`config.mk`:
```
export PLATFORM = sky130hd
export DESIGN_NAME = seg_scan_driver_flat
export DESIGN_NICKNAME = d
export VERILOG_FILES = /design/src/rtl/seg_pkg.sv /design/src/rtl/seg_scan_driver_if.sv /design/src/rtl/hex_to_7seg.sv /design/src/rtl/seg_scan_driver.sv /design/src/flat_wrapper.sv
export SDC_FILE = /design/constraint.sdc
export NUM_CORES = 1
export LEC_CHECK = 0
export ABC_AREA = 1
export BUFFER_PORTS_ARGS = -buffer_cell sky130_fd_sc_hd__buf_4
export CAP_MARGIN = 20
export CORE_MARGIN = 1
export CORE_UTILIZATION = 25
export CTS_CLUSTER_DIAMETER = 40
export DETAILED_ROUTE_END_ITERATION = 8
export SLEW_MARGIN = 15
export SYNTH_ARGS = -nofsm -noshare
export SYNTH_HDL_FRONTEND = slang
export SYNTH_SLANG_ARGS = --single-unit
```
`constraint.sdc`:
```
create_clock -name clk -period 3.5 [get_ports clk]
set_input_delay 0.175 -clock clk [delete_from_list [all_inputs] [get_ports clk]]
set_output_delay 0.175 -clock clk [all_outputs]
set_load 0.1 [all_outputs]
```
`src/rtl/seg_pkg.sv`:
```
// Shared constants, FSM state type and hex glyph table for the eight-digit
// multiplexed seven-segment scanner.
package seg_pkg;

    localparam int NUM_DIGITS = 8;

    localparam logic [6:0] SEG_OFF = 7'h7F;
    localparam logic [7:0] AN_OFF  = 8'hFF;

    // Active-low glyphs, bit 0 = CA ... bit 6 = CG; index 15 (F) is listed first.
    localparam logic [15:0][6:0] GLYPH_TABLE = {
        7'h0E, 7'h06, 7'h21, 7'h46, 7'h03, 7'h08, 7'h10, 7'h00,
        7'h78, 7'h02, 7'h12, 7'h19, 7'h30, 7'h24, 7'h79, 7'h40
    };

    typedef enum logic {
        ST_BLANK = 1'b0,
        ST_DRIVE = 1'b1
    } state_t;

endpackage

```
`src/rtl/seg_scan_driver_if.sv`:
```
// Display bus between the digit source (master) and the scanner (slave), plus
// the scanner's debug view of its FSM state and digit index.
interface seg_scan_driver_if;
    import seg_pkg::*;

    // No handshake: the scanner samples sevenseg/digital_enable/dp_bitmap only
    // on the cycle frame_start is high; the source may change them at any time.
    logic [31:0] sevenseg;
    logic [7:0]  digital_enable;
    logic [7:0]  dp_bitmap;
    logic [7:0]  an;
    logic [6:0]  seg;
    logic        dp;
    logic        frame_start;
    state_t      dbg_state;
    logic [2:0]  dbg_idx;

    modport master (
        output sevenseg, digital_enable, dp_bitmap,
        input  an, seg, dp, frame_start, dbg_state, dbg_idx
    );

    modport slave (
        input  sevenseg, digital_enable, dp_bitmap,
        output an, seg, dp, frame_start, dbg_state, dbg_idx
    );

endinterface

```
`src/rtl/hex_to_7seg.sv`:
```
// Combinational 4-bit code to active-low seven-segment glyph lookup.
module hex_to_7seg
    import seg_pkg::*;
(
    input  logic [3:0] code,
    output logic [6:0] glyph
);

    assign glyph = GLYPH_TABLE[code];

endmodule

```
`src/rtl/seg_scan_driver.sv`:
```
// Eight-digit multiplexed seven-segment scanner with per-slot blanking and
// frame-wide input snapshot. Optional macro: SEG_LEADING_ZERO_BLANK_EN.
module seg_scan_driver
    import seg_pkg::*;
#(
    parameter int DIGIT_CYCLES = 100000,
    parameter int BLANK_CYCLES = 1000
) (
    input  logic clk,
    input  logic rst,
    seg_scan_driver_if.slave bus
);

    generate
        if (DIGIT_CYCLES < 2 || BLANK_CYCLES >= DIGIT_CYCLES) begin : g_bad_params
            $error("seg_scan_driver: need DIGIT_CYCLES >= 2 and BLANK_CYCLES < DIGIT_CYCLES");
        end
    endgenerate

    localparam int CW = (DIGIT_CYCLES > 1) ? $clog2(DIGIT_CYCLES) : 1;
    localparam logic [CW-1:0] CNT_LAST  = CW'(DIGIT_CYCLES - 1);
    localparam logic [CW-1:0] CNT_DRIVE = CW'(BLANK_CYCLES);

    state_t          state_q, state_d;
    logic [2:0]      idx_q, idx_d;
    logic [CW-1:0]   cnt_q, cnt_d;
    logic            armed_q, armed_d;
    logic [31:0]     snap_sev_q, snap_sev_d;
    logic [7:0]      snap_en_q, snap_en_d;
    logic [7:0]      snap_dp_q, snap_dp_d;
    logic [7:0]      an_q, an_d;
    logic [6:0]      seg_q, seg_d;
    logic            dp_q, dp_d;
    logic            frame_start_q, frame_start_d;

    logic [3:0]      digit_code;
    logic [6:0]      glyph;
    logic            digit_dark;
    logic            lit;

    // armed_q is clear only between reset release and the first clock edge,
    // which is treated as the entry into BLANK of digit 0.
    always_comb begin
        armed_d       = 1'b1;
        cnt_d         = cnt_q;
        idx_d         = idx_q;
        frame_start_d = 1'b0;
        if (!armed_q) begin
            cnt_d         = '0;
            idx_d         = 3'd0;
            frame_start_d = 1'b1;
        end else if (cnt_q == CNT_LAST) begin
            cnt_d         = '0;
            idx_d         = idx_q + 3'd1;
            frame_start_d = (idx_q == 3'd7);
        end else begin
            cnt_d = cnt_q + CW'(1);
        end
        state_d = (cnt_d < CNT_DRIVE) ? ST_BLANK : ST_DRIVE;

        snap_sev_d = snap_sev_q;
        snap_en_d  = snap_en_q;
        snap_dp_d  = snap_dp_q;
        if (frame_start_d) begin
            snap_sev_d = bus.sevenseg;
            snap_en_d  = bus.digital_enable;
            snap_dp_d  = bus.dp_bitmap;
        end
    end

    assign digit_code = snap_sev_d[{idx_d, 2'b00} +: 4];

    hex_to_7seg u_hex (
        .code  (digit_code),
        .glyph (glyph)
    );

`ifdef SEG_LEADING_ZERO_BLANK_EN
    logic [NUM_DIGITS-1:0] lz_dark;
    logic                  higher_zero;

    // A digit goes dark when it and every enabled digit above it reads zero.
    always_comb begin
        lz_dark     = '0;
        higher_zero = 1'b1;
        for (int i = NUM_DIGITS - 1; i >= 1; i--) begin
            lz_dark[i]  = higher_zero && (snap_sev_d[4*i +: 4] == 4'h0);
            higher_zero = higher_zero && (!snap_en_d[i] || (snap_sev_d[4*i +: 4] == 4'h0));
        end
    end

    assign digit_dark = lz_dark[idx_d];
`else
    assign digit_dark = 1'b0;
`endif

    // Outputs are decoded from next-state values so the registered pins line
    // up with the state and idx present after the same edge.
    always_comb begin
        lit  = (state_d == ST_DRIVE) && snap_en_d[idx_d] && !digit_dark;
        an_d = AN_OFF;
        seg_d = SEG_OFF;
        dp_d = 1'b1;
        if (lit) begin
            an_d  = ~(8'b1 << idx_d);
            seg_d = glyph;
            dp_d  = ~snap_dp_d[idx_d];
        end
    end

    always_ff @(posedge clk or posedge rst) begin
        if (rst) begin
            state_q       <= ST_BLANK;
            idx_q         <= 3'd0;
            cnt_q         <= '0;
            armed_q       <= 1'b0;
            snap_sev_q    <= '0;
            snap_en_q     <= '0;
            snap_dp_q     <= '0;
            an_q          <= AN_OFF;
            seg_q         <= SEG_OFF;
            dp_q          <= 1'b1;
            frame_start_q <= 1'b0;
        end else begin
            state_q       <= state_d;
            idx_q         <= idx_d;
            cnt_q         <= cnt_d;
            armed_q       <= armed_d;
            snap_sev_q    <= snap_sev_d;
            snap_en_q     <= snap_en_d;
            snap_dp_q     <= snap_dp_d;
            an_q          <= an_d;
            seg_q         <= seg_d;
            dp_q          <= dp_d;
            frame_start_q <= frame_start_d;
        end
    end

    assign bus.an          = an_q;
    assign bus.seg         = seg_q;
    assign bus.dp          = dp_q;
    assign bus.frame_start = frame_start_q;
    assign bus.dbg_state   = state_q;
    assign bus.dbg_idx     = idx_q;

endmodule

```
`src/flat_wrapper.sv`:
```
// flat-port wrapper written by rule: the top's interface ports become plain ports
module seg_scan_driver_flat import seg_pkg::*;
#(
    parameter int DIGIT_CYCLES = 100000,
    parameter int BLANK_CYCLES = 1000
)
  (clk, rst, bus_sevenseg, bus_digital_enable, bus_dp_bitmap, bus_an, bus_seg, bus_dp, bus_frame_start, bus_dbg_state, bus_dbg_idx);
  seg_scan_driver_if bus_i ();
  input  logic clk;
  input  logic rst;
  input wire logic [$bits(bus_i.sevenseg)-1:0] bus_sevenseg;
  input wire logic [$bits(bus_i.digital_enable)-1:0] bus_digital_enable;
  input wire logic [$bits(bus_i.dp_bitmap)-1:0] bus_dp_bitmap;
  output wire logic [$bits(bus_i.an)-1:0] bus_an;
  output wire logic [$bits(bus_i.seg)-1:0] bus_seg;
  output wire logic [$bits(bus_i.dp)-1:0] bus_dp;
  output wire logic [$bits(bus_i.frame_start)-1:0] bus_frame_start;
  output wire logic [$bits(bus_i.dbg_state)-1:0] bus_dbg_state;
  output wire logic [$bits(bus_i.dbg_idx)-1:0] bus_dbg_idx;
  assign bus_i.sevenseg = bus_sevenseg;
  assign bus_i.digital_enable = bus_digital_enable;
  assign bus_i.dp_bitmap = bus_dp_bitmap;
  assign bus_an = bus_i.an;
  assign bus_seg = bus_i.seg;
  assign bus_dp = bus_i.dp;
  assign bus_frame_start = bus_i.frame_start;
  assign bus_dbg_state = bus_i.dbg_state;
  assign bus_dbg_idx = bus_i.dbg_idx;
  seg_scan_driver #(.DIGIT_CYCLES(DIGIT_CYCLES), .BLANK_CYCLES(BLANK_CYCLES)) u_core (.clk(clk), .rst(rst), .bus(bus_i));
endmodule
```
# == Word level (Yosys, flattened, before mapping) ==
# Memory sizes are Yosys's and may differ from the RTL's.
# Cells that the tools add are included.
# word_totals
memories,1
out_inout_bits,21
register_bits,87
latch_bits,0
inputBits,50
rom_bits,112
wordCells,42
mem_bits_rw,0
# classes
shifts,2
muxes,18
add_sub_neg,2
reduce_logical,1
n_eq_ne,2
bitwise_logic,2
mul,0
n_div,0
magnitude_cmp,3
# mem_list
name,depth,word_bits,rd,rd_clocked_by_memory_dff,wr,line,text
(no name shown),16,7,1,0,0,hex_to_7seg.sv:9,assign glyph = GLYPH_TABLE[code];
# ops
operator,n
17-bit 2-to-1 mux,2
32-bit 2-to-1 mux,1
32-bit by 6-bit indexed part select with 4-bit output,1
8-bit 2-to-1 mux,3
17-bit by 1-bit adder with 17-bit output (second input constant),1
17-bit == test (second input constant),1
17-bit by 10-bit < comparator with 1-bit output (second input constant),1
7-bit 2-to-1 mux,2
8-bit NOT,1
1-bit by 3-bit left shift with 8-bit output (first input constant),1
1-bit binary-select mux with 3-bit select,2
1-bit 2-to-1 mux,6
3-bit 2-to-1 mux,2
4-bit by 5-bit < comparator with 1-bit output (second input constant),1
3-bit by 4-bit < comparator with 1-bit output (second input constant),1
3-bit by 1-bit adder with 3-bit output (second input constant),1
3-bit == test (second input constant),1
1-bit logical AND,1
1-bit NOT,1

# == Longest topological paths before layout ==
# logic_depth
depth_word,8
ltp_mapped,21
depth_no_buf,20

# == By module ==
# Synthesis repeated with hierarchy kept, for this count alone.
# unflattened
cells_unflattened,588
hier_area_um2,4634.4
# modules_own_cells
module,n_inst,seq_area_each_um2,area_each_um2,cells_per_inst
seg_scan_driver,1,2197.1,4360.4,539
hex_to_7seg,1,0.0,274.0,49

# == Worst setup path before layout ==
# OpenSTA, ideal clock, no wires.
# synth_timing
path_kind,reg-to-reg
start,register u_core.idx_q[0] (netlist: u_core.bus.dbg_idx[0])
end,register u_core.seg_q[5] (netlist: u_core.bus.seg[5])
path_buffers,1
slack_ns,0.537
synth_period_minus_slack_ns,2.963
t_arrival_ns,2.878
setup_ns,0.085
required_time_ns,3.415
path_stages_with_launch,18
cell_sequence,dfrtp_1 > ha_1 > ha_1 > or2_1 > nand2_4 > buf_2 > nand2_1 > nand3_1 > nand2_1 > nand2_1 > nand3_1 > nand2_1 > inv_1 > ha_1 > nand3_1 > nand2_1 > nand2_1 > nand3_1
# synth_via
elab_chain_len,8
elab_cells_between_ends,15
cone_classes,1 x add/sub; 1 x eq/ne; 1 x shift; 10 x mux; 1 x reduce/logical; 1 x memory
# synth_rtl
item,line,text
"start, declared",seg_scan_driver.sv:25,"logic [2:0] idx_q, idx_d;"
"start signal, assigned",seg_scan_driver.sv:126,idx_q <= idx_d;
"parallel branches: the longest is 7 deep, another holds memory read 16 x 7 bit",--,
7-bit 2-to-1 mux (*),seg_scan_driver.sv:104,if (lit) begin
named net u_core.seg_d[5],seg_scan_driver.sv:32,"logic [6:0] seg_q, seg_d;"
"end signal, assigned",seg_scan_driver.sv:133,seg_q <= seg_d;
"end, declared",seg_scan_driver.sv:32,
# Mark *: on every way through the listed nets, which the timed path passes. The select of a mux whose other input is x is not followed.

# == Worst setup path after layout ==
# layout_timing
start,register u_core.idx_q[0] (netlist: u_core.bus.dbg_idx[0])
end,register u_core.seg_q[3] (netlist: u_core.bus.seg[3])
# The elaborated chain is that of the path after synthesis.

==> parameters.txt <==
Parameter                              Value

Run
  Maxcap violations ... 0

Global routing
  Final global-route overflow total ... 0
  Total routing resource utilization after global routing ... 13.3%
  Number of global-route vias before repair ... 4145
  Global-route wire length before repair ... 21000 um
  Number of antenna violations at the first check in global routing ... 0
  Maximum number of pins on one net before global-route repair ... 50

Setup path
  Slowest Stage Delay on Critical Path ... 0.43 ns
  Critical path capture point type ... register
  CP Launch Type ... register
  Endpoint required time on the critical path ... 3.75 ns
  Setup Crit Path Kind ... reg2reg
  Master of the slowest instance on the critical path ... sky130_fd_sc_hd__dfrtp_1
  Kind of cell adding the most delay to the critical path ... simple AND/OR/NAND/NOR gates
  Crit-path cells ... ha_1 > ha_1 > or2_1 > nand2_4 > nand2_1 > nand3_1 > nand2_1 > nand2_1 > nand3_1 > nand2_1 > inv_1 > ha_1 > nand3_1 > nand2_1 > nand2_1 > nand3_1
  CP max FO ... 43
  Top cell by count, worst path ... sky130_fd_sc_hd__nand2_1
  Arrival time reported for the critical path endpoint ... 3.38 ns
  Buffering stage count on the worst path with inverters included ... 1

Status
  Run status ... finished, violations left
  Violations in the final reports ... negative hold slack

Route
  Highest routed metal layer ... met4
  Met2 routed wirelength ... 5900 um
  Drt pass-1 iters ... 4
  Wl on met1 ... 5970 um
  Routed wirelength normalized by instance count ... 12.5 um
  DRC errors left ... 0
  Wirelength, routed ... 12700 um
  Number of vias in the routed layout ... 4246
  Met3 Wirelength ... 741 um
  Via density per instance ... 4.17
  Count of antenna-violating nets left after detailed routing ... 0
  Initial DRC Count ... 309

Cells and area
  Filler Cells Inserted ... 2151
  Post-route design area ... 0.00618 sq mm
  Most frequent standard cell in the layout excluding fill and tap cells ... sky130_fd_sc_hd__nand2_1
  Ant. Diodes ... 0
  Fraction of final layout cells with drive strength greater than 1 ... 20.0%
  NumNets Final ... 809
  Top library cells by usage in the layout, fill and taps aside ... 213 x sky130_fd_sc_hd__nand2_1, 120 x sky130_fd_sc_hd__inv_1, 76 x sky130_fd_sc_hd__buf_4
  Area Overhead vs Synth ... 23.4%

Pwr
  Clock network fraction of design power ... 46.9%
  Net switching power ... 619 uW
  Power density of the placed cells ... 430 mW/mm^2
  Register share of total power ... 41.0%
  Standby leakage power ... 3.27 nW
  IR Drop Worst-Case VDD ... 0.192 mV
  Switching portion of total power ... 23.3%
  Internal ... 2.04 mW
  Combinational group share of total power ... 12.1%

Logic synthesis
  Register area share after synthesis ... 43.9%
  Number of distinct library cell variants in the gate-level netlist after synthesis ... 35
  Synthesized flop and latch total ... 87
  Mean instance size in the synthesized netlist ... 7.37 sq um
  Gate count of the mapped netlist ... 679
  Cell type contributing the most total cell area after synthesis ... sky130_fd_sc_hd__dfrtp_1
  Share of synthesized registers carrying an async set or reset ... 100%
  Number of flops mapped to enable cells by yosys ... 0
  Area fraction of the dominant cell type after synthesis ... 35.5%
  Ys Warns ... 0
  Cell types occupying the most area after synthesis ... sky130_fd_sc_hd__dfrtp_1 35%, sky130_fd_sc_hd__nand2_1 16%, sky130_fd_sc_hd__inv_1 9.1%, sky130_fd_sc_hd__dfstp_2 8.4%, sky130_fd_sc_hd__nand3_1 7.5%
  Top flip-flop cell by instance count after synthesis ... sky130_fd_sc_hd__dfrtp_1
  Mapped Nets ... 739
  Post-synthesis instance area ... 0.00501 sq mm

Timing
  Worst slew margin relative to its limit ... 44.2%
  Fmax ... 320 MHz
  Final clock period utilization by the worst path ... 89.3%
  Worst clock skew ... 0.00970 ns
  Worst-margin pin slew ... 0.836 ns
  Number of pins with negative max-slew slack in the final report ... 0
  Fin. Hold Viols ... 33
  Total of endpoints with negative setup slack in the final report ... 0
  Worst hold slack ... -0.0267 ns
  RSZ-0062 raised after global routing ... no
  TNS Setup ... 0 ns
  Shortest period the worst path allows ... 3.12 ns

Floorplanning
  Height of the chip ... 144 um
  Initial Utilization ... 25.6%
  Full die area ... 0.0206 sq mm
  Std-Cell Rows ... 51
  IO Pins ... 71
  Horiz. Die Dim ... 144 um
  Core area ... 0.0195 sq mm

CTS
  Worst-case clock buffer depth ... 2
  Number of resized instances in the post-cts repair step ... 0
  Count of H-tree levels built during CTS ... 3
  CTS tree ... yes
  TritonCTS sink count ... 87
  CTS Hold Bufs ... 0
  Clk pin slew, worst setup/hold paths ... 0.07 ns
  Post-CTS Setup Bufs ... 0
  Clock root buffer master ... sky130_fd_sc_hd__clkbuf_16
  Clock network latency to the later pin of the worst-skew pair ... 0.35 ns
  Total CTS buffers ... 9

Placement
  Buffers on Ports ... 70
  Placed cell area ... 0.00579 sq mm
  Placer Congestion ... 0.882
  Estimated wirelength of the detail-placed design ... 9640 um

Worst hold path
  Type of the worst min-delay path ... in2async
## kinds of logic (layout without fill, tap and decap cells)
logic type      after synthesis  in the layout  share of synthesized area [%]
flops                        87             87                           43.9
other cells                   1              1                         0.0749
compound gates               17             17                           1.90
xor+xnor                      5              5                          0.875
buf+inv                     149            224                           12.6
fa+ha+maj                    10             10                           2.50
simple gates                410            410                           38.2
## layout make-up
type	count	area [sq um]	area share (%)
Inverter	131	493	7.98
Multi-Input combinational cell	443	2180	35.3
Tap cell	265	332	5.37
Clock buffer	10	229	3.71
Timing Repair Buffer	77	591	9.56
Sequential cell	87	2200	35.6
Clock inverter	6	158	2.55
## routing by layer
layer  vias up  track usage [%]
met2        90             21.3
met1      1949             17.8
li1       2193                -
met4         0             3.42
met5         -                0
met3        14             3.23
## flip-flops by register name, summed over array words and instances, names as in the netlist
| signal | flops |
|---|---|
| u_core.cnt_q | 17 |
| u_core.bus.frame_start | 1 |
| u_core.bus.dp | 1 |
| u_core.bus.an | 8 |
| u_core.snap_sev_q | 32 |
| u_core.bus.seg | 7 |
| u_core.snap_en_q | 8 |
| u_core.snap_dp_q | 8 |
| u_core.armed_q | 1 |
| u_core.bus.dbg_state | 1 |
| u_core.bus.dbg_idx | 3 |
## path summary, 6_finish.rpt
| kind | slack, ns | cells past startpoint | start | to |
|---|---|---|---|---|
| worst max register to register | 0.38 | 16 | u_core.bus.dbg_idx[0] | u_core.bus.seg[3] |
| max in group asynchronous | 2.70 | 3 | rst | u_core.bus.seg[0] |
| worst max-delay path | 0.38 | 16 | u_core.bus.dbg_idx[0] | u_core.bus.seg[3] |
| min in group clk | 0.06 | 3 | bus_dp_bitmap[7] | u_core.snap_dp_q[7] |
| worst min-delay path | -0.03 | 2 | rst | u_core.bus.dbg_idx[0] |
| worst min register to register | 0.48 | 2 | u_core.snap_dp_q[5] | u_core.snap_dp_q[5] |
## power groups by stage
stage / clock network [mW] / logic [mW] / registers (mW)
after floorplan: 0 / 0.223 / 1.11
after detailed placement: 0 / 0.323 / 1.11
after global placement: 0 / 0.321 / 1.11
after CTS: 1.27 / 0.326 / 1.09
after global routing: 1.31 / 0.374 / 1.10
final: 1.25 / 0.321 / 1.09
## Yosys cell counts (all sizes together) (2+ instances only)
cell,number
and2,9
buf,18
dfrtp,71
dfstp,16
ha,10
inv,131
nand2,220
nand3,86
nand3b,6
nand4,7
nor2,68
nor3,7
nor3b,4
o21ai,11
o22ai,2
o31ai,2
xor2,5
## through the flow
step	worst slack, ns	cells	total power, mW	hold slack [ns]	util, %
final	0.375	1019	2.66	-0.0267	31.6
after global routing	0.0409	1019	2.78	0.0605	31.6
after CTS	0.384	1019	2.69	0.00708	31.6
after detailed placement	0.405	1003	1.43	0.379	29.7
after global placement	0.522	1003	1.43	0.381	29.7
after floorplan	0.537	679	1.33	0.304	-
Power figures use the tool's default switching activity.
